[src/rtl/multicycle_ctrl_fsm_pkg.sv]
// Shared types for the multicycle RV32I controller: state encoding, opcode
// constants, immediate-format select codes and the ID-stage dispatch helper.
package mcc_pkg;

  typedef enum logic [3:0] {
    S_IF       = 4'd0,
    S_ID       = 4'd1,
    S_MEM_ADDR = 4'd2,
    S_MEM_RD   = 4'd3,
    S_WB_LD    = 4'd4,
    S_MEM_WR   = 4'd5,
    S_EX_R     = 4'd6,
    S_EX_I     = 4'd7,
    S_WB_ALU   = 4'd8,
    S_EX_BR    = 4'd9,
    S_EX_JAL   = 4'd10,
    S_EX_JALR  = 4'd11,
    S_WB_LINK  = 4'd12,
    S_EX_U     = 4'd13,
    S_WB_U     = 4'd14,
    S_TRAP     = 4'd15
  } state_t;

  localparam logic [6:0] OPC_LUI    = 7'b0110111;
  localparam logic [6:0] OPC_AUIPC  = 7'b0010111;
  localparam logic [6:0] OPC_JAL    = 7'b1101111;
  localparam logic [6:0] OPC_JALR   = 7'b1100111;
  localparam logic [6:0] OPC_BRANCH = 7'b1100011;
  localparam logic [6:0] OPC_LOAD   = 7'b0000011;
  localparam logic [6:0] OPC_STORE  = 7'b0100011;
  localparam logic [6:0] OPC_OP_IMM = 7'b0010011;
  localparam logic [6:0] OPC_OP     = 7'b0110011;

  localparam logic [2:0] CC_NONE  = 3'b000;
  localparam logic [2:0] CC_U     = 3'b001;
  localparam logic [2:0] CC_J     = 3'b010;
  localparam logic [2:0] CC_I     = 3'b011;
  localparam logic [2:0] CC_B     = 3'b100;
  localparam logic [2:0] CC_S     = 3'b101;
  localparam logic [2:0] CC_SHAMT = 3'b110;

  // Dispatch from ID; f3_ok only matters for memory opcodes.
  function automatic state_t id_next(input logic [6:0] op, input logic f3_ok);
    state_t nxt;
    case (op)
      OPC_LOAD,
      OPC_STORE:  nxt = f3_ok ? S_MEM_ADDR : S_TRAP;
      OPC_OP:     nxt = S_EX_R;
      OPC_OP_IMM: nxt = S_EX_I;
      OPC_BRANCH: nxt = S_EX_BR;
      OPC_JAL:    nxt = S_EX_JAL;
      OPC_JALR:   nxt = S_EX_JALR;
      OPC_LUI,
      OPC_AUIPC:  nxt = S_EX_U;
      default:    nxt = S_TRAP;
    endcase
    return nxt;
  endfunction

endpackage

[src/rtl/multicycle_ctrl_fsm_if.sv]
// Memory handshake bundle between the controller (master) and the
// instruction/data memory side (slave).
interface multicycle_ctrl_fsm_if #(
  parameter int BE_W = 4
) ();
  logic            imem_ready;
  logic            dmem_ready;
  logic            MemRead;
  logic            MemWrite;
  logic [BE_W-1:0] BE;

  modport master (
    input  imem_ready, dmem_ready,
    output MemRead, MemWrite, BE
  );

  modport slave (
    output imem_ready, dmem_ready,
    input  MemRead, MemWrite, BE
  );
endinterface

[src/rtl/multicycle_ctrl_fsm_be_decode.sv]
// funct3 -> 4-bit byte-enable and load/store funct3 legality.
module mcc_be_decode
  import mcc_pkg::*;
(
  input  logic [2:0] funct3,
  input  logic       is_store,
  output logic [3:0] be,
  output logic       legal
);

  always_comb begin
    be    = 4'b0000;
    legal = 1'b0;
    case (funct3)
      3'b000, 3'b100: be = 4'b0001;
      3'b001, 3'b101: be = 4'b0011;
      3'b010:         be = 4'b1111;
      default:        be = 4'b0000;
    endcase
    // Stores only have SB/SH/SW; loads additionally have LBU/LHU.
    if (is_store) legal = (funct3 <= 3'b010);
    else          legal = !(funct3 inside {3'b011, 3'b110, 3'b111});
  end

endmodule

[src/rtl/multicycle_ctrl_fsm.sv]
// Multicycle RV32I control FSM with memory wait states, latched decode and
// illegal-instruction trap. Optional counters: define MCC_PERF_COUNT_EN.
module multicycle_ctrl_fsm
  import mcc_pkg::*;
#(
  parameter int ALUOP_W = 7,
  parameter int BE_W    = 4,
  parameter int CNT_W   = 32
) (
  input  logic                   CLK,
  input  logic                   RSTn,
  input  logic [6:0]             opcode,
  input  logic [2:0]             funct3,
  multicycle_ctrl_fsm_if.master  mbus,
  output logic                   RegDst,
  output logic                   Jump,
  output logic                   Branch,
  output logic                   MemtoReg,
  output logic                   ALUSrc1,
  output logic                   ALUSrc2,
  output logic                   RegWrite,
  output logic                   JALorJALR,
  output logic [ALUOP_W-1:0]     ALUOp,
  output logic [2:0]             Concat_control,
  output logic                   PCWrite,
  output logic                   IRWrite,
  output logic                   instr_done,
  output logic                   illegal_instr,
  output logic [3:0]             state_o
`ifdef MCC_PERF_COUNT_EN
  ,
  output logic [CNT_W-1:0]       cycle_cnt,
  output logic [CNT_W-1:0]       instret_cnt
`endif
);

  if (!(BE_W == 4 || BE_W == 8) || CNT_W < 1) begin : g_param_check
    $error("multicycle_ctrl_fsm: BE_W must be 4 or 8 and CNT_W positive");
  end

  state_t     state_q, state_d;
  logic [6:0] lop_q;
  logic [2:0] lf3_q;
  logic       illegal_q;

  logic [2:0]         dec_f3;
  logic               dec_store;
  logic [3:0]         dec_be;
  logic               dec_legal;
  logic               mem_read_c, mem_write_c, be_en_c;
  logic [ALUOP_W-1:0] aluop_lat;

  // One decoder serves both ID (live IR) and the MEM states (latched funct3).
  always_comb begin
    dec_f3    = lf3_q;
    dec_store = (lop_q == OPC_STORE);
    if (state_q == S_ID) begin
      dec_f3    = funct3;
      dec_store = (opcode == OPC_STORE);
    end
  end

  mcc_be_decode u_be_decode (
    .funct3   (dec_f3),
    .is_store (dec_store),
    .be       (dec_be),
    .legal    (dec_legal)
  );

  assign aluop_lat = ALUOP_W'(lop_q);

  always_ff @(posedge CLK or negedge RSTn) begin
    if (!RSTn) begin
      state_q   <= S_IF;
      lop_q     <= 7'd0;
      lf3_q     <= 3'd0;
      illegal_q <= 1'b0;
    end else begin
      state_q <= state_d;
      if (state_q == S_ID) begin
        lop_q <= opcode;
        lf3_q <= funct3;
      end
      if (state_d == S_TRAP) illegal_q <= 1'b1;
    end
  end

  always_comb begin
    state_d = state_q;
    case (state_q)
      S_IF:       if (mbus.imem_ready) state_d = S_ID;
      S_ID:       state_d = id_next(opcode, dec_legal);
      S_MEM_ADDR: state_d = (lop_q == OPC_STORE) ? S_MEM_WR : S_MEM_RD;
      S_MEM_RD:   if (mbus.dmem_ready) state_d = S_WB_LD;
      S_MEM_WR:   if (mbus.dmem_ready) state_d = S_IF;
      S_EX_R,
      S_EX_I:     state_d = S_WB_ALU;
      S_EX_JAL,
      S_EX_JALR:  state_d = S_WB_LINK;
      S_EX_U:     state_d = S_WB_U;
      S_WB_LD,
      S_WB_ALU,
      S_WB_LINK,
      S_WB_U,
      S_EX_BR:    state_d = S_IF;
      S_TRAP:     state_d = S_TRAP;
      default:    state_d = S_IF;
    endcase
  end

  // Moore decode; IF's fetch strobes are also qualified by RSTn so a held
  // reset shows only MemRead even with imem_ready high.
  always_comb begin
    RegDst         = 1'b0;
    Jump           = 1'b0;
    Branch         = 1'b0;
    MemtoReg       = 1'b0;
    ALUSrc1        = 1'b0;
    ALUSrc2        = 1'b0;
    RegWrite       = 1'b0;
    JALorJALR      = 1'b0;
    ALUOp          = '0;
    Concat_control = CC_NONE;
    PCWrite        = 1'b0;
    IRWrite        = 1'b0;
    instr_done     = 1'b0;
    mem_read_c     = 1'b0;
    mem_write_c    = 1'b0;
    be_en_c        = 1'b0;
    case (state_q)
      S_IF: begin
        mem_read_c = 1'b1;
        if (mbus.imem_ready && RSTn) begin
          IRWrite = 1'b1;
          PCWrite = 1'b1;
        end
      end
      S_MEM_ADDR: begin
        ALUSrc2        = 1'b1;
        Concat_control = (lop_q == OPC_STORE) ? CC_S : CC_I;
      end
      S_MEM_RD: begin
        mem_read_c = 1'b1;
        be_en_c    = 1'b1;
      end
      S_WB_LD: begin
        RegDst     = 1'b1;
        RegWrite   = 1'b1;
        MemtoReg   = 1'b1;
        instr_done = 1'b1;
      end
      S_MEM_WR: begin
        mem_write_c = 1'b1;
        be_en_c     = 1'b1;
        instr_done  = mbus.dmem_ready;
      end
      S_EX_R: begin
        ALUOp          = aluop_lat;
        Concat_control = CC_NONE;
      end
      S_EX_I: begin
        ALUSrc2        = 1'b1;
        ALUOp          = aluop_lat;
        Concat_control = (lf3_q == 3'b001 || lf3_q == 3'b101) ? CC_SHAMT : CC_I;
      end
      S_WB_ALU, S_WB_LINK, S_WB_U: begin
        RegDst     = 1'b1;
        RegWrite   = 1'b1;
        instr_done = 1'b1;
      end
      S_EX_BR: begin
        Branch         = 1'b1;
        ALUOp          = aluop_lat;
        Concat_control = CC_B;
        PCWrite        = 1'b1;
        instr_done     = 1'b1;
      end
      S_EX_JAL: begin
        Jump           = 1'b1;
        ALUSrc1        = 1'b1;
        ALUSrc2        = 1'b1;
        Concat_control = CC_J;
        PCWrite        = 1'b1;
      end
      S_EX_JALR: begin
        Jump           = 1'b1;
        JALorJALR      = 1'b1;
        ALUSrc2        = 1'b1;
        Concat_control = CC_I;
        PCWrite        = 1'b1;
      end
      S_EX_U: begin
        ALUSrc1        = (lop_q == OPC_AUIPC);
        ALUSrc2        = 1'b1;
        Concat_control = CC_U;
        ALUOp          = aluop_lat;
      end
      default: ;
    endcase
  end

  assign mbus.MemRead  = mem_read_c;
  assign mbus.MemWrite = mem_write_c;
  assign mbus.BE       = be_en_c ? BE_W'(dec_be) : '0;
  assign illegal_instr = illegal_q;
  assign state_o       = state_q;

`ifdef MCC_PERF_COUNT_EN
  always_ff @(posedge CLK or negedge RSTn) begin
    if (!RSTn) begin
      cycle_cnt   <= '0;
      instret_cnt <= '0;
    end else begin
      if (state_q != S_TRAP) cycle_cnt <= cycle_cnt + CNT_W'(1);
      if (instr_done)        instret_cnt <= instret_cnt + CNT_W'(1);
    end
  end
`endif

endmodule

[src/flat_wrapper.sv]
// flat-port wrapper written by rule: the top's interface ports become plain ports
module multicycle_ctrl_fsm_flat import mcc_pkg::*;
#(
  parameter int ALUOP_W = 7,
  parameter int BE_W    = 4,
  parameter int CNT_W   = 32
)
  (CLK, RSTn, opcode, funct3, RegDst, Jump, Branch, MemtoReg, ALUSrc1, ALUSrc2, RegWrite, JALorJALR, ALUOp, Concat_control, PCWrite, IRWrite, instr_done, illegal_instr, state_o, mbus_imem_ready, mbus_dmem_ready, mbus_MemRead, mbus_MemWrite, mbus_BE);
  multicycle_ctrl_fsm_if #(.BE_W(BE_W)) mbus_i ();
  input  logic CLK;
  input  logic RSTn;
  input  logic [6:0] opcode;
  input  logic [2:0] funct3;
  output logic RegDst;
  output logic Jump;
  output logic Branch;
  output logic MemtoReg;
  output logic ALUSrc1;
  output logic ALUSrc2;
  output logic RegWrite;
  output logic JALorJALR;
  output logic [ALUOP_W-1:0] ALUOp;
  output logic [2:0] Concat_control;
  output logic PCWrite;
  output logic IRWrite;
  output logic instr_done;
  output logic illegal_instr;
  output logic [3:0] state_o;
  input wire logic [$bits(mbus_i.imem_ready)-1:0] mbus_imem_ready;
  input wire logic [$bits(mbus_i.dmem_ready)-1:0] mbus_dmem_ready;
  output wire logic [$bits(mbus_i.MemRead)-1:0] mbus_MemRead;
  output wire logic [$bits(mbus_i.MemWrite)-1:0] mbus_MemWrite;
  output wire logic [$bits(mbus_i.BE)-1:0] mbus_BE;
  assign mbus_i.imem_ready = mbus_imem_ready;
  assign mbus_i.dmem_ready = mbus_dmem_ready;
  assign mbus_MemRead = mbus_i.MemRead;
  assign mbus_MemWrite = mbus_i.MemWrite;
  assign mbus_BE = mbus_i.BE;
  multicycle_ctrl_fsm #(.ALUOP_W(ALUOP_W), .BE_W(BE_W), .CNT_W(CNT_W)) u_core (.CLK(CLK), .RSTn(RSTn), .opcode(opcode), .funct3(funct3), .mbus(mbus_i), .RegDst(RegDst), .Jump(Jump), .Branch(Branch), .MemtoReg(MemtoReg), .ALUSrc1(ALUSrc1), .ALUSrc2(ALUSrc2), .RegWrite(RegWrite), .JALorJALR(JALorJALR), .ALUOp(ALUOp), .Concat_control(Concat_control), .PCWrite(PCWrite), .IRWrite(IRWrite), .instr_done(instr_done), .illegal_instr(illegal_instr), .state_o(state_o));
endmodule
[config.mk]
export PLATFORM = sky130hd
export DESIGN_NAME = multicycle_ctrl_fsm_flat
export DESIGN_NICKNAME = d
export VERILOG_FILES = /design/src/rtl/multicycle_ctrl_fsm_pkg.sv /design/src/rtl/multicycle_ctrl_fsm_if.sv /design/src/rtl/multicycle_ctrl_fsm_be_decode.sv /design/src/rtl/multicycle_ctrl_fsm.sv /design/src/flat_wrapper.sv
export SDC_FILE = /design/constraint.sdc
export NUM_CORES = 1
export LEC_CHECK = 0
export CAP_MARGIN = 15
export CORE_MARGIN = 2
export CORE_UTILIZATION = 39
export DETAILED_ROUTE_END_ITERATION = 7
export PLACE_DENSITY_LB_ADDON = 0.1
export SLEW_MARGIN = 20
export SYNTH_ARGS = -nofsm -noshare
export SYNTH_HDL_FRONTEND = slang
export SYNTH_SLANG_ARGS = --single-unit
[constraint.sdc]
create_clock -name CLK -period 2.3 [get_ports CLK]
set_input_delay 0.46 -clock CLK [delete_from_list [all_inputs] [get_ports CLK]]
set_output_delay 0.46 -clock CLK [all_outputs]
set_load 0.05 [all_outputs]
After elaboration in Yosys (flattened, before gate mapping)
Cells that the tools add are included.
{"block": "classes", "n_addsub": 0, "multipliers": 0, "div": 0, "magnitude_cmp": 1, "eq_ne": 36, "n_shift": 0, "muxes": 30, "n_bitwise": 0, "reduce_logical": 19}
{"op": "one-hot mux 4 bit (10 select lines)", "count": 1}
{"op": "equality test 4 bit, second input constant", "count": 9}
{"op": "equality test 7 x 6 -> 1 bit, second input constant", "count": 4}
{"op": "one-hot mux 4 bit (7 select lines)", "count": 1}
{"op": "equality test 7 x 5 -> 1 bit, second input constant", "count": 3}
{"op": "equality test 7 bit, second input constant", "count": 3}
{"op": "two-way mux 4 bit", "count": 5}
{"op": "one-hot mux 3 bit (6 select lines)", "count": 1}
{"op": "equality test 4 x 3 -> 1 bit, second input constant", "count": 4}
{"op": "OR reduction 2 bit", "count": 8}
{"op": "equality test 3 bit, second input constant", "count": 5}
{"op": "two-way mux 1 bit", "count": 13}
{"op": "two-way mux 3 bit", "count": 4}
{"op": "one-hot mux 4 bit (3 select lines)", "count": 1}
{"op": "OR reduction 5 bit", "count": 2}
{"op": "equality test 4 x 2 -> 1 bit, second input constant", "count": 2}
{"op": "OR reduction 4 bit", "count": 2}
{"op": "equality test 7 x 2 -> 1 bit, second input constant", "count": 1}
{"op": "two-way mux 7 bit", "count": 1}
{"op": "equality test 3 x 1 -> 1 bit, second input constant", "count": 2}
{"op": "equality test 3 x 2 -> 1 bit, second input constant", "count": 2}
{"op": "one-hot mux 1 bit (2 select lines)", "count": 3}
{"op": "equality test 4 x 1 -> 1 bit, second input constant", "count": 1}
{"op": "logical NOT 4 bit", "count": 1}
{"op": "7 further kinds", "count": 7}
{"block": "word_totals", "ff_bits": 15, "latch_bits": 0, "ram_bits": 0, "mem_bits_ro": 0, "mem_count": 0}

Logic depth before layout (Yosys ltp)
Gate-level depths: netlist of the first run.
{"block": "logic_depth", "depth_word": 10, "depth_mapped": 8, "mapped_depth_nobuf": 5}

Hierarchy
From an unflattened synthesis of the first run, not the netlist that was laid out.
{"block": "unflattened", "cells_unflattened": 174, "hier_area_um2": 1255.0}
{"mod": "multicycle_ctrl_fsm", "n_inst": 1, "cells_per_inst": 167, "area_each_um2": 1198.6}
{"mod": "mcc_be_decode", "n_inst": 1, "cells_per_inst": 7, "area_each_um2": 56.3}

Worst setup path before layout of the first run
OpenSTA, ideal clock, no wires.
{"block": "synth_path", "kind": "register to output", "startpoint": "register u_core.state_q[3], in the netlist u_core.state_o[3]", "endpoint": "output port mbus_BE[3]", "arrival_ps": 2961, "setup_slack_ps": -1121, "path_stages_with_launch": 7, "path_cell_list": "dfrtp_1 > or2_2 > nor2_4 > mux2_4 > or3b_1 > nor2_1 > buf_4"}
{"block": "synth_via", "elab_chain_cells": 6}
{"item": "start, declared", "line": "multicycle_ctrl_fsm.sv:41", "source": "state_t state_q, state_d;"}
{"item": "start signal, assigned", "line": "multicycle_ctrl_fsm.sv:79", "source": "state_q <= state_d;"}
{"item": "equality test 4 x 1 -> 1 bit (*)", "line": "multicycle_ctrl_fsm.sv:57", "source": "if (state_q == S_ID) begin"}
{"item": "two-way mux 3 bit (*)", "line": "multicycle_ctrl_fsm.sv:57"}
{"item": "named net u_core.dec_f3[0]", "line": "multicycle_ctrl_fsm.sv:46", "source": "logic [2:0] dec_f3;"}
{"item": "equality test 3 x 1 -> 1 bit, or another cell as far along", "line": "multicycle_ctrl_fsm_be_decode.sv:14", "source": "case (funct3)"}
{"item": "OR reduction 2 bit", "line": "multicycle_ctrl_fsm_be_decode.sv:14"}
{"item": "one-hot mux 4 bit (3 select lines) (*)", "line": "multicycle_ctrl_fsm_be_decode.sv:14"}
{"item": "two-way mux 4 bit (*)", "line": "multicycle_ctrl_fsm.sv:204", "source": "assign mbus.BE = be_en_c ? BE_W'(dec_be) : '0;"}
{"item": "end, declared", "line": "flat_wrapper.sv:33", "source": "output wire logic [$bits(mbus_i.BE)-1:0] mbus_BE;"}
The timed path passes the listed nets; every way through them passes the cells marked *.

Worst setup path after layout of the first run
Same ends and word-level chain as after synthesis.

==> results.json, run 1 <==
{
  "clockBufferDepth": 2,
  "route.vias.total": 1432,
  "ys_ff_latch": 15,
  "hold_path.class": "reg2reg",
  "slew_headroom_pct": 65.9,
  "dr.pass1.iters": 4,
  "h-tree-depth": 1,
  "grt_max_degree": 29,
  "synth_xor_area_share_pct": 1.47,
  "dieHeight_um": 59.3,
  "layout_setup_ws_ns": -0.366,
  "io_buffers": 45,
  "core_area_um2": 2980,
  "clock_latency_ns": 0.29,
  "grtUsageTotal_pct": 22.3,
  "criticalPathCategory": "reg2out",
  "netlist_instances": 161,
  "antenna_found_initial": 0,
  "crit_family": "simple AND/OR/NAND/NOR gates",
  "cts_buffers": 3,
  "vias_per_cell": 5.55,
  "synth_ff_type": "dfrtp_1",
  "path_cells": "or2_4, nor2_4, mux2_4, or3b_4, nor2_4, buf_12",
  "drt.antenna.violating_nets": 0,
  "worstSetupStartpoint": "u_core.state_o[3]$_DFF_PN0_",
  "violations": "negative setup slack",
  "cp.depth": 6,
  "yosys.area_share.simple_pct": 39.6,
  "power.density_nw_per_um2": 1560,
  "cts_tree": "built",
  "synthAdderAreaFrac_pct": 0,
  "ioPinCount": 46,
  "synth_edf_count": 0,
  "synth_cell_type_count": 41,
  "final-hold-violation-count": 0,
  "nets": 240,
  "drt_iter0_drc": 53,
  "critPathSlowestCell": "or3b_4",
  "crit_fanout": 3,
  "fill_cells": 217,
  "clkTransAtPathRegs_ns": 0.10,
  "grt_overflow": 0,
  "worst_pin_slew_ns": 0.506,
  "drive_above_1_share_pct": 40.0,
  "rsz0062_at_grt": "true",
  "cp.buffers_inverters": 1,
  "yosys_warnings": 0,
  "final-setup-viol-count": 4,
  "cts_root_buffer": "clkbuf_4",
  "muxShareOfSynthArea_pct": 3.78,
  "syn_area_um2": 1190,
  "finalCritPeriodShare_pct": 116,
  "ff2ff_path_depth": 7,
  "crit_top_cell": "nor2_4",
  "ys_seq_area_share_pct": 31.5,
  "diodes": 0,
  "hold_path_startpoint": "u_core.illegal_instr$_DFFE_PN0N_",
  "grt_pass1_vias": 1352,
  "wl_per_cell_um": 15.1,
  "peakVddDrop_mv": 0.867,
  "gp_congestion": 0.923,
  "fp.dieW_um": 59.3,
  "worstSetupStartpointType": "flip-flop",
  "fmax_mhz": 375,
  "design_area_um2": 2250,
  "num_rows": 20,
  "cellLeakagePower_nw": 0.959,
  "wl_um": 3910,
  "grt_pass1_wl_um": 6110,
  "hold_path_depth": 1,
  "max_cap_viol_count": 0,
  "finClkSkew_ns": 0.00471,
  "clock-sinks": 15,
  "endpoint_kind": "output port",
  "min_period_ns": 2.67,
  "slew_violations": 0,
  "placed_area_um2": 2120,
  "critPathRequiredTime_ns": 1.84,
  "start_util_pct": 40.0,
  "synthArstFlopShare_pct": 100,
  "synth_compound_area_share_pct": 18.2,
  "arrival_ns": 2.21,
  "synth_top_family_by_area": "simple AND/OR/NAND/NOR gates",
  "syn-num-nets": 175,
  "hpwl_um": 2980,
  "area.growth.synth_to_final_pct": 88.6,
  "syn_avg_cell_area_um2": 7.40,
  "dieArea_um2": 3510,
  "status": "finished with violations",
  "drc": 0,
  "holdWs_ns": 0.477,
  "cpPeakStageDelay_ns": 0.45,
  "r2r_start": "u_core.state_o[2]$_DFF_PN0_"
}
==> power by group <==
group	switching (mW)	internal, mW	leakage, nW
registers	0.118	0.398	0.180
clock network	0.0918	0.0646	0.0177
logic	1.59	1.23	0.762
total	1.80	1.70	0.959
==> cells by family after synthesis <==
logic type,after synthesis
AND/OR/NAND/NOR,94
AO/OA/AOI/OAI,35
flip-flops,15
buffers and inverters,12
multiplexers,3
XOR/XNOR,2
==> state kept, by name, summed over array words and instances (netlist names) <==
register / count
u_core.aluop_lat: 7
u_core.illegal_instr: 1
u_core.lf3_q: 3
u_core.state_o: 4
==> per-stage QoR <==
step / utilization (%) / power, mW / setup slack (ns) / TNS (ns) / cells
2_1_floorplan: - / 2.14 / -0.486 / -1.91 / 161
3_5_place_dp: 71.3 / 3.20 / -0.118 / -0.443 / 251
4_1_cts: 73.9 / 3.43 / -0.366 / -1.44 / 257
3_3_place_gp: 71.3 / 3.14 / -0.0905 / -0.307 / 251
6_report: 75.4 / 3.50 / -0.366 / -1.44 / 258
5_1_grt: 75.4 / 3.67 / -0.402 / -1.60 / 258
==> cell usage after synthesis (2+ instances only) <==
| cell type | count | share of area (%) |
|---|---|---|
| nand2_1 | 40 | 13 |
| nor2_1 | 18 | 5.7 |
| dfrtp_1 | 15 | 32 |
| o21ai_0 | 11 | 4.6 |
| a21oi_1 | 8 | 3.4 |
| and2_1 | 7 | 3.7 |
| buf_4 | 5 | 3.2 |
| nand2b_1 | 5 | 2.6 |
| clkbuf_1 | 4 | 1.3 |
| nor2b_1 | 4 | 2.1 |
| a31oi_1 | 3 | 1.6 |
| mux2_4 | 3 | 3.8 |
| nor4_1 | 3 | 1.6 |
| o22ai_1 | 3 | 1.6 |
| a221o_1 | 2 | 1.7 |
| nand3b_1 | 2 | 1.3 |
| nor3_1 | 2 | 0.84 |
| o21bai_1 | 2 | 1.3 |
| or3_1 | 2 | 1.1 |
==> cell type report <==
| type | count | area [µm²] | share of cell area (%) |
|---|---|---|---|
| multi-input cells | 134 | 906 | 40.3 |
| repair buffers | 70 | 883 | 39.3 |
| flip-flops and latches | 15 | 380 | 16.9 |
| well taps | 33 | 41.3 | 1.84 |
| clock buffers | 3 | 22.5 | 1.00 |
| inverters | 2 | 7.51 | 0.334 |
| clock inverters | 1 | 5.00 | 0.223 |
==> final timing paths <==
kind | to | slack, ns
max | mbus_BE[3] | -0.37
min | u_core.illegal_instr$_DFFE_PN0N_ | 0.48
max reg2reg | u_core.illegal_instr$_DFFE_PN0N_ | 0.29
min reg2reg | u_core.illegal_instr$_DFFE_PN0N_ | 0.48
max in group asynchronous | u_core.state_o[2]$_DFF_PN0_ | 1.59
min in group asynchronous | u_core.lf3_q[1]$_DFF_PN0_ | 0.52
==> layout by cell type (no fill, tap or decap), types with 2 or more instances in the layout <==
cell and instances:
a21oi_1 4, a21oi_4 3, a221o_1 2, a31oi_1 3, and2_1 7, buf_12 24
buf_4 26, buf_6 2, clkbuf_4 3, clkdlybuf4s50_1 17, dfrtp_1 11, dfrtp_2 4
mux2_4 3, nand2_1 39, nand2b_1 3, nand2b_4 2, nand3b_1 2, nor2_1 14
nor2_4 4, nor2b_1 4, nor4_1 2, o21ai_0 7, o21ai_1 2, o21ai_4 2
o21bai_1 2, o22ai_1 2, or3_1 2
==> worst reg2reg max path: stages (launching register included) <==
cell and delay [ns]:
dfrtp_2 0.42, buf_4 0.19, nor2_1 0.15, nand2_1 0.11
buf_4 0.19, nor4_1 0.49, a221o_1 0.23, a41o_1 0.18
==> timing repair <==
action                     4_1_cts  5_1_grt
resized for setup                6        8
hold buffers                     0        0
setup buffers                    3        1
pin swaps                        6        1
setup endpoints to repair        6       10
==> routing by layer <==
| layer | up-vias | part of all wire (%) | global-route usage [%] |
|---|---|---|---|
| met5 | - | 0 | 0 |
| met4 | 0 | 2.0 | 7.47 |
| li1 | 683 | - | - |
| met2 | 61 | 53 | 39.9 |
| met3 | 14 | 4.4 | 1.09 |
| met1 | 674 | 41 | 28.5 |
No activity file was read; power rests on OpenSTA's default activity.
==> run 2, diff against run 1 <==
- CORE_MARGIN: 2 -> unset
- RECOVER_POWER: unset -> 25
==> run 2 against run 1 <==
The flow finishes with violations (design-rule violations, negative setup slack). Flip-flop and latch count did not move. Critical path type unchanged. Cell count fell by 1.9%. Die area fell by 6.6%. Highest routed layer unchanged. First-iteration DRC count rose by 49%.
==> results.json, run 2 (synthesis results as in run 1) <==
{
  "final-hold-violation-count": 0,
  "design_area_um2": 2200,
  "final_util_pct": 77.8,
  "grt.met1_usage_pct": 28.4,
  "ff2ff_path_depth": 7,
  "power.density_nw_per_um2": 1560,
  "layout_common_cells": "nand2_1 (40), buf_4 (24), buf_12 (24)",
  "drt_iter0_drc": 79,
  "dieArea_um2": 3280,
  "r2r_start": "u_core.state_o[2]$_DFF_PN0_",
  "io_buffers": 45,
  "clkTransAtPathRegs_ns": 0.09,
  "route.vias.total": 1437,
  "drive_above_1_share_pct": 37.8,
  "grt_overflow": 0,
  "cts_hold_buf": 0,
  "drt.antenna.violating_nets": 0,
  "finalCritPeriodShare_pct": 115,
  "status": "finished with violations",
  "crit_fanout": 3,
  "multi_input_area_um2": 903,
  "drc": 3,
  "largest_reg_flops": 7,
  "r2r-end": "u_core.illegal_instr$_DFFE_PN0N_",
  "dieHeight_um": 57.3,
  "cts_buffers": 3,
  "final_common_cell": "nand2_1",
  "r2r_slack_ns": 0.35,
  "hpwl_um": 2870,
  "endpoint_kind": "output port",
  "nets": 237,
  "grt_pass1_vias": 1296,
  "fin_cells": 253,
  "criticalPathCategory": "reg2out",
  "wl_per_cell_um": 14.9,
  "critPathRequiredTime_ns": 1.84,
  "cts_root_buffer": "clkbuf_4",
  "crit_path_end": "mbus_BE[1]",
  "max_cap_viol_count": 0,
  "grt_max_degree": 29,
  "cellLeakagePower_nw": 0.935,
  "antenna_found_initial": 0,
  "num_rows": 19,
  "rsz0062_at_grt": "true",
  "diodes": 0,
  "slew_headroom_pct": 45.8,
  "worstSetupStartpoint": "u_core.state_o[2]$_DFF_PN0_",
  "final-setup-viol-count": 4,
  "place_inst": 249,
  "cpPeakStageDelay_ns": 0.45,
  "grtUsageTotal_pct": 23.4,
  "clock-sinks": 15,
  "h-tree-depth": 1,
  "violations": "design-rule violations, negative setup slack",
  "cp.depth": 6,
  "cts_tree": "built",
  "wl_um": 3770,
  "finClkSkew_ns": 0.00139,
  "layout_setup_ws_ns": -0.351,
  "placed_area_um2": 2120,
  "worstSetupStartpointType": "flip-flop",
  "cp.buffers_inverters": 1,
  "peakVddDrop_mv": 0.965,
  "core_area_um2": 2830,
  "use_met2_pct": 44.2,
  "top_usage_layer": "met2",
  "finalPower_mw": 3.43,
  "slew_violations": 0,
  "ff_latch_area_um2": 380,
  "fill_cells": 202,
  "gp_congestion": 0.945,
  "worst_pin_slew_ns": 0.814,
  "dr.pass1.iters": 8,
  "area.growth.synth_to_final_pct": 84.8,
  "met3_usage_pct": 1.81,
  "fp.dieW_um": 57.3,
  "fmax_mhz": 377,
  "clockBufferDepth": 2,
  "path_cells": "or2_4, nor2_4, mux2_4, or3b_4, a21oi_4, buf_12",
  "crit_family": "simple AND/OR/NAND/NOR gates",
  "grt_pass1_wl_um": 5960,
  "min_period_ns": 2.65,
  "hold_path.class": "reg2reg",
  "ioPinCount": 46,
  "arrival_ns": 2.19,
  "vias_per_cell": 5.68,
  "clock_latency_ns": 0.28,
  "start_util_pct": 42.1,
  "critPathSlowestCell": "or3b_4"
}
==> run 2: final cells by class <==
type	count	area share [%]
inverter	2	0.341
clock buffer	4	1.19
tap	31	1.76
timing repair buffer	67	38.4
multi-input combinational	134	41.0
sequential	15	17.3
==> run 2: metal layers <==
layer  share of wire, %  up-vias  wire length (µm)
met2                 54       69              2020
li1                   -      684                 -
met3                5.5       10               207
met4                2.0        0                74
met1                 39      674              1470
met5                  0        -                 0
==> run 2: timing repair <==
| action | 4_1_cts | 5_1_grt |
|---|---|---|
| endpoints found under the setup margin | 6 | 14 |
| buffers inserted | 0 | 0 |
| resized for setup | 6 | 4 |
| pin swaps | 4 | 0 |
==> run 2: through the flow <==
step                      TNS [ns]  setup WS (ns)  hold slack, ns
after floorplan              -1.91         -0.486           0.164
after global placement      -0.325        -0.0884           0.454
after detailed placement    -0.543         -0.140           0.454
after CTS                    -1.34         -0.340           0.351
after global routing         -1.62         -0.403           0.520
final                        -1.39         -0.351           0.475
==> run 2: worst register-to-register path, stage by stage (launching register included) <==
cell and delay, ns:
dfrtp_2 0.41, buf_4 0.18, nor2_1 0.15, nand2_1 0.11, buf_4 0.19, nor4_1 0.48, a221o_1 0.22, a41o_1 0.17
==> run 2: power breakdown <==
part           switching [mW]  total, mW  internal [mW]
logic                    1.57       2.77           1.19
registers               0.113      0.512          0.398
clock network          0.0838      0.151         0.0674
==> run 2: worst min-delay path by stage <==
stage | slack, ns | depth (start not counted) | end | from
2_1_floorplan | 0.16 | 0 | u_core.aluop_lat[0]$_DFFE_PN0N_ | RSTn
3_3_place_gp | 0.45 | 1 | u_core.illegal_instr$_DFFE_PN0N_ | u_core.illegal_instr$_DFFE_PN0N_
3_5_place_dp | 0.45 | 1 | u_core.illegal_instr$_DFFE_PN0N_ | u_core.illegal_instr$_DFFE_PN0N_
4_1_cts | 0.35 | 2 | u_core.aluop_lat[4]$_DFFE_PN0N_ | RSTn
5_1_grt | 0.52 | 1 | u_core.lf3_q[2]$_DFF_PN0_ | u_core.lf3_q[2]$_DFF_PN0_
6_report | 0.47 | 1 | u_core.illegal_instr$_DFFE_PN0N_ | u_core.illegal_instr$_DFFE_PN0N_
==> run 3, diff against run 2 <==
- ABC_AREA: unset -> 1
- CORE_UTILIZATION: 39 -> 40
==> run 3 against run 2 <==
The run still ends with design-rule violations, negative setup slack left. Utilization up 0.88 points. Register-to-register slack better by 0.03 ns. Setup slack improved by 0.33 ns. Clock skew increased by 0.0060 ns. Via count is 8.1% higher. Sequential share of layout area shrank 0.082 points. Final area up 1.1%. Critical path depth grew 2. Critical endpoint is now mbus_BE[0]. Largest cell class unchanged. Highest routed layer unchanged.
==> results.json, run 3 <==
{
  "worst_pin_slew_ns": 0.817,
  "antenna_found_initial": 0,
  "h-tree-depth": 1,
  "placed_area_um2": 1900,
  "vias_per_cell": 5.43,
  "dr.pass1.iters": 6,
  "wl_per_cell_um": 16.2,
  "grt_pass1_wl_um": 6900,
  "nets": 270,
  "ys_seq_area_share_pct": 30.5,
  "synth_top_area_share_pct": 30.5,
  "syn_avg_cell_area_um2": 6.59,
  "design_area_um2": 2230,
  "crit_fanout": 6,
  "ys_ff_latch": 15,
  "crit_top_cell": "nand2_4",
  "synth_common_cells": "nand2_1 (44), nor2_1 (37), inv_1 (26)",
  "synth_area_leaders": "dfrtp_1 (30%), nand2_1 (13%), nor2_1 (11%)",
  "layout_setup_ws_ns": -0.0175,
  "final-setup-viol-count": 3,
  "yosys_warnings": 0,
  "synth_edf_count": 0,
  "route.vias.total": 1553,
  "syn-num-nets": 201,
  "hold_path_depth": 1,
  "area.growth.synth_to_final_pct": 80.6,
  "endpoint_kind": "output port",
  "min_period_ns": 2.32,
  "largest_reg_flops": 7,
  "fmax_mhz": 431,
  "clockBufferDepth": 2,
  "drc": 3,
  "clock-sinks": 15,
  "cellLeakagePower_nw": 1.04,
  "finalCritPeriodShare_pct": 101,
  "syn_area_um2": 1230,
  "criticalPathCategory": "reg2out",
  "path_cells": "inv_4, nor2_8, nand2_8, nand2_4, nand2_4, nor4_4, o21bai_4, buf_12",
  "tns_ns": -0.0379,
  "fin_cells": 286,
  "drt.antenna.violating_nets": 0,
  "ff2ff_path_depth": 10,
  "grt_overflow": 0,
  "gp_congestion": 0.989,
  "worstSetupStartpoint": "u_core.state_o[0]$_DFF_PN0_",
  "clkTransAtPathRegs_ns": 0.08,
  "critPathRequiredTime_ns": 1.84,
  "cts_buffers": 3,
  "hold_path.class": "reg2reg",
  "cts_tree": "built",
  "cts_root_buffer": "clkbuf_4",
  "grt_pass1_vias": 1516,
  "arrival_ns": 1.86,
  "violations": "design-rule violations, negative setup slack",
  "cts_hold_buf": 0,
  "peakVddDrop_mv": 0.988,
  "diodes": 0,
  "wl_um": 4630,
  "drive_above_1_share_pct": 40.0,
  "io_buffers": 45,
  "core_area_um2": 2830,
  "max_cap_viol_count": 0,
  "synth_cell_type_count": 30,
  "slew_headroom_pct": 45.5,
  "synth_ff_type": "dfrtp_1",
  "ioPinCount": 46,
  "grtUsageTotal_pct": 27.1,
  "critPathSlowestCell": "dfrtp_4",
  "drt_iter0_drc": 65,
  "hold_path_startpoint": "u_core.illegal_instr$_DFFE_PN0N_",
  "num_rows": 19,
  "start_util_pct": 43.6,
  "dieHeight_um": 57.5,
  "grt_max_degree": 16,
  "final-hold-violation-count": 0,
  "final_common_cell": "nand2_1",
  "power.density_nw_per_um2": 1710,
  "worstSetupStartpointType": "flip-flop",
  "place_inst": 262,
  "synth_most_common_cell": "nand2_1",
  "fp.dieW_um": 57.5,
  "status": "finished with violations",
  "rsz0062_at_grt": "true",
  "r2r_start": "u_core.state_o[0]$_DFF_PN0_",
  "slew_violations": 0,
  "netlist_instances": 187,
  "dieArea_um2": 3310,
  "synthArstFlopShare_pct": 100,
  "hpwl_um": 2930,
  "cpPeakStageDelay_ns": 0.46,
  "yosys.area.top_type": "dfrtp_1",
  "layout_common_cells": "nand2_1 (37), nor2_1 (30), buf_4 (28)",
  "clock_latency_ns": 0.29,
  "finClkSkew_ns": 0.00739
}
## run 3: changes by cell type after synthesis, moves of 5 or more
cell | before | now
a21oi_1 | 8 | 3
nand2b_1 | 5 | 0
nor2_1 | 18 | 37
and2_1 | 7 | 0
inv_1 | 1 | 26
nand3_1 | 1 | 8
## run 3: path summary, 6_finish.rpt
path / end / slack (ns)
hold / removal: u_core.illegal_instr$_DFFE_PN0N_ / 0.49
setup / recovery: mbus_BE[0] / -0.02
setup reg to reg: u_core.illegal_instr$_DFFE_PN0N_ / 0.38
min in group asynchronous: u_core.aluop_lat[3]$_DFFE_PN0N_ / 0.80
hold reg to reg: u_core.illegal_instr$_DFFE_PN0N_ / 0.49
max in group asynchronous: u_core.state_o[0]$_DFF_PN0_ / 0.90
## run 3: cell type report
cell class	count	area, µm²
clock buffer	4	26.3
fill	202	603
multi-input combinational	138	863
inverter	29	115
tap	31	38.8
timing repair buffer	69	800
sequential	15	383
## run 3: where the power goes
part	switching (mW)	leakage (nW)	internal, mW
Combinational	1.86	0.852	1.24
Clock	0.0877	0.0150	0.0675
Sequential	0.138	0.178	0.403
Total	2.09	1.04	1.71
## run 3: logic make-up after synthesis
family                 Yosys count  share of synthesized area (%)
buffers and inverters           34                           13.0
DFF                             15                           30.5
AOI/OAI and AO/OA               25                           12.6
and+or+nand+nor                113                           44.0
## run 3: routing by layer
metal  track usage [%]  up-vias  wire length, µm
met5                 0        -                0
met4              5.92        0              135
met3              5.44       16              290
met2              51.0       78             2510
met1              31.2      725             1690
li1                  -      734                -
## run 3: critical path, delay by kind of cell, from the launching register on
kind | cells | cell delay [ns]
and+or+nand+nor | 5 | 0.71
DFF | 1 | 0.46
AOI/OAI and AO/OA | 1 | 0.17
buffers and inverters | 2 | 0.21
## run 3: repair_timing
| item | CTS | global route |
|---|---|---|
| pin swaps | 8 | 8 |
| setup endpoints to repair | 4 | 17 |
| resized for setup | 13 | 19 |
| setup buffers | 14 | 6 |
## run 3: through the flow
stage	total power, mW	utilization (%)	hold WS (ns)	setup slack, ns
global placement	2.99	67.1	0.468	0.0885
CTS	3.48	74.1	0.497	-0.0334
floorplan	2.15	-	0.164	-0.367
detailed placement	3.03	67.1	0.475	0.0897
finish	3.80	78.7	0.489	-0.0175
global route	3.95	78.7	0.525	-0.0821
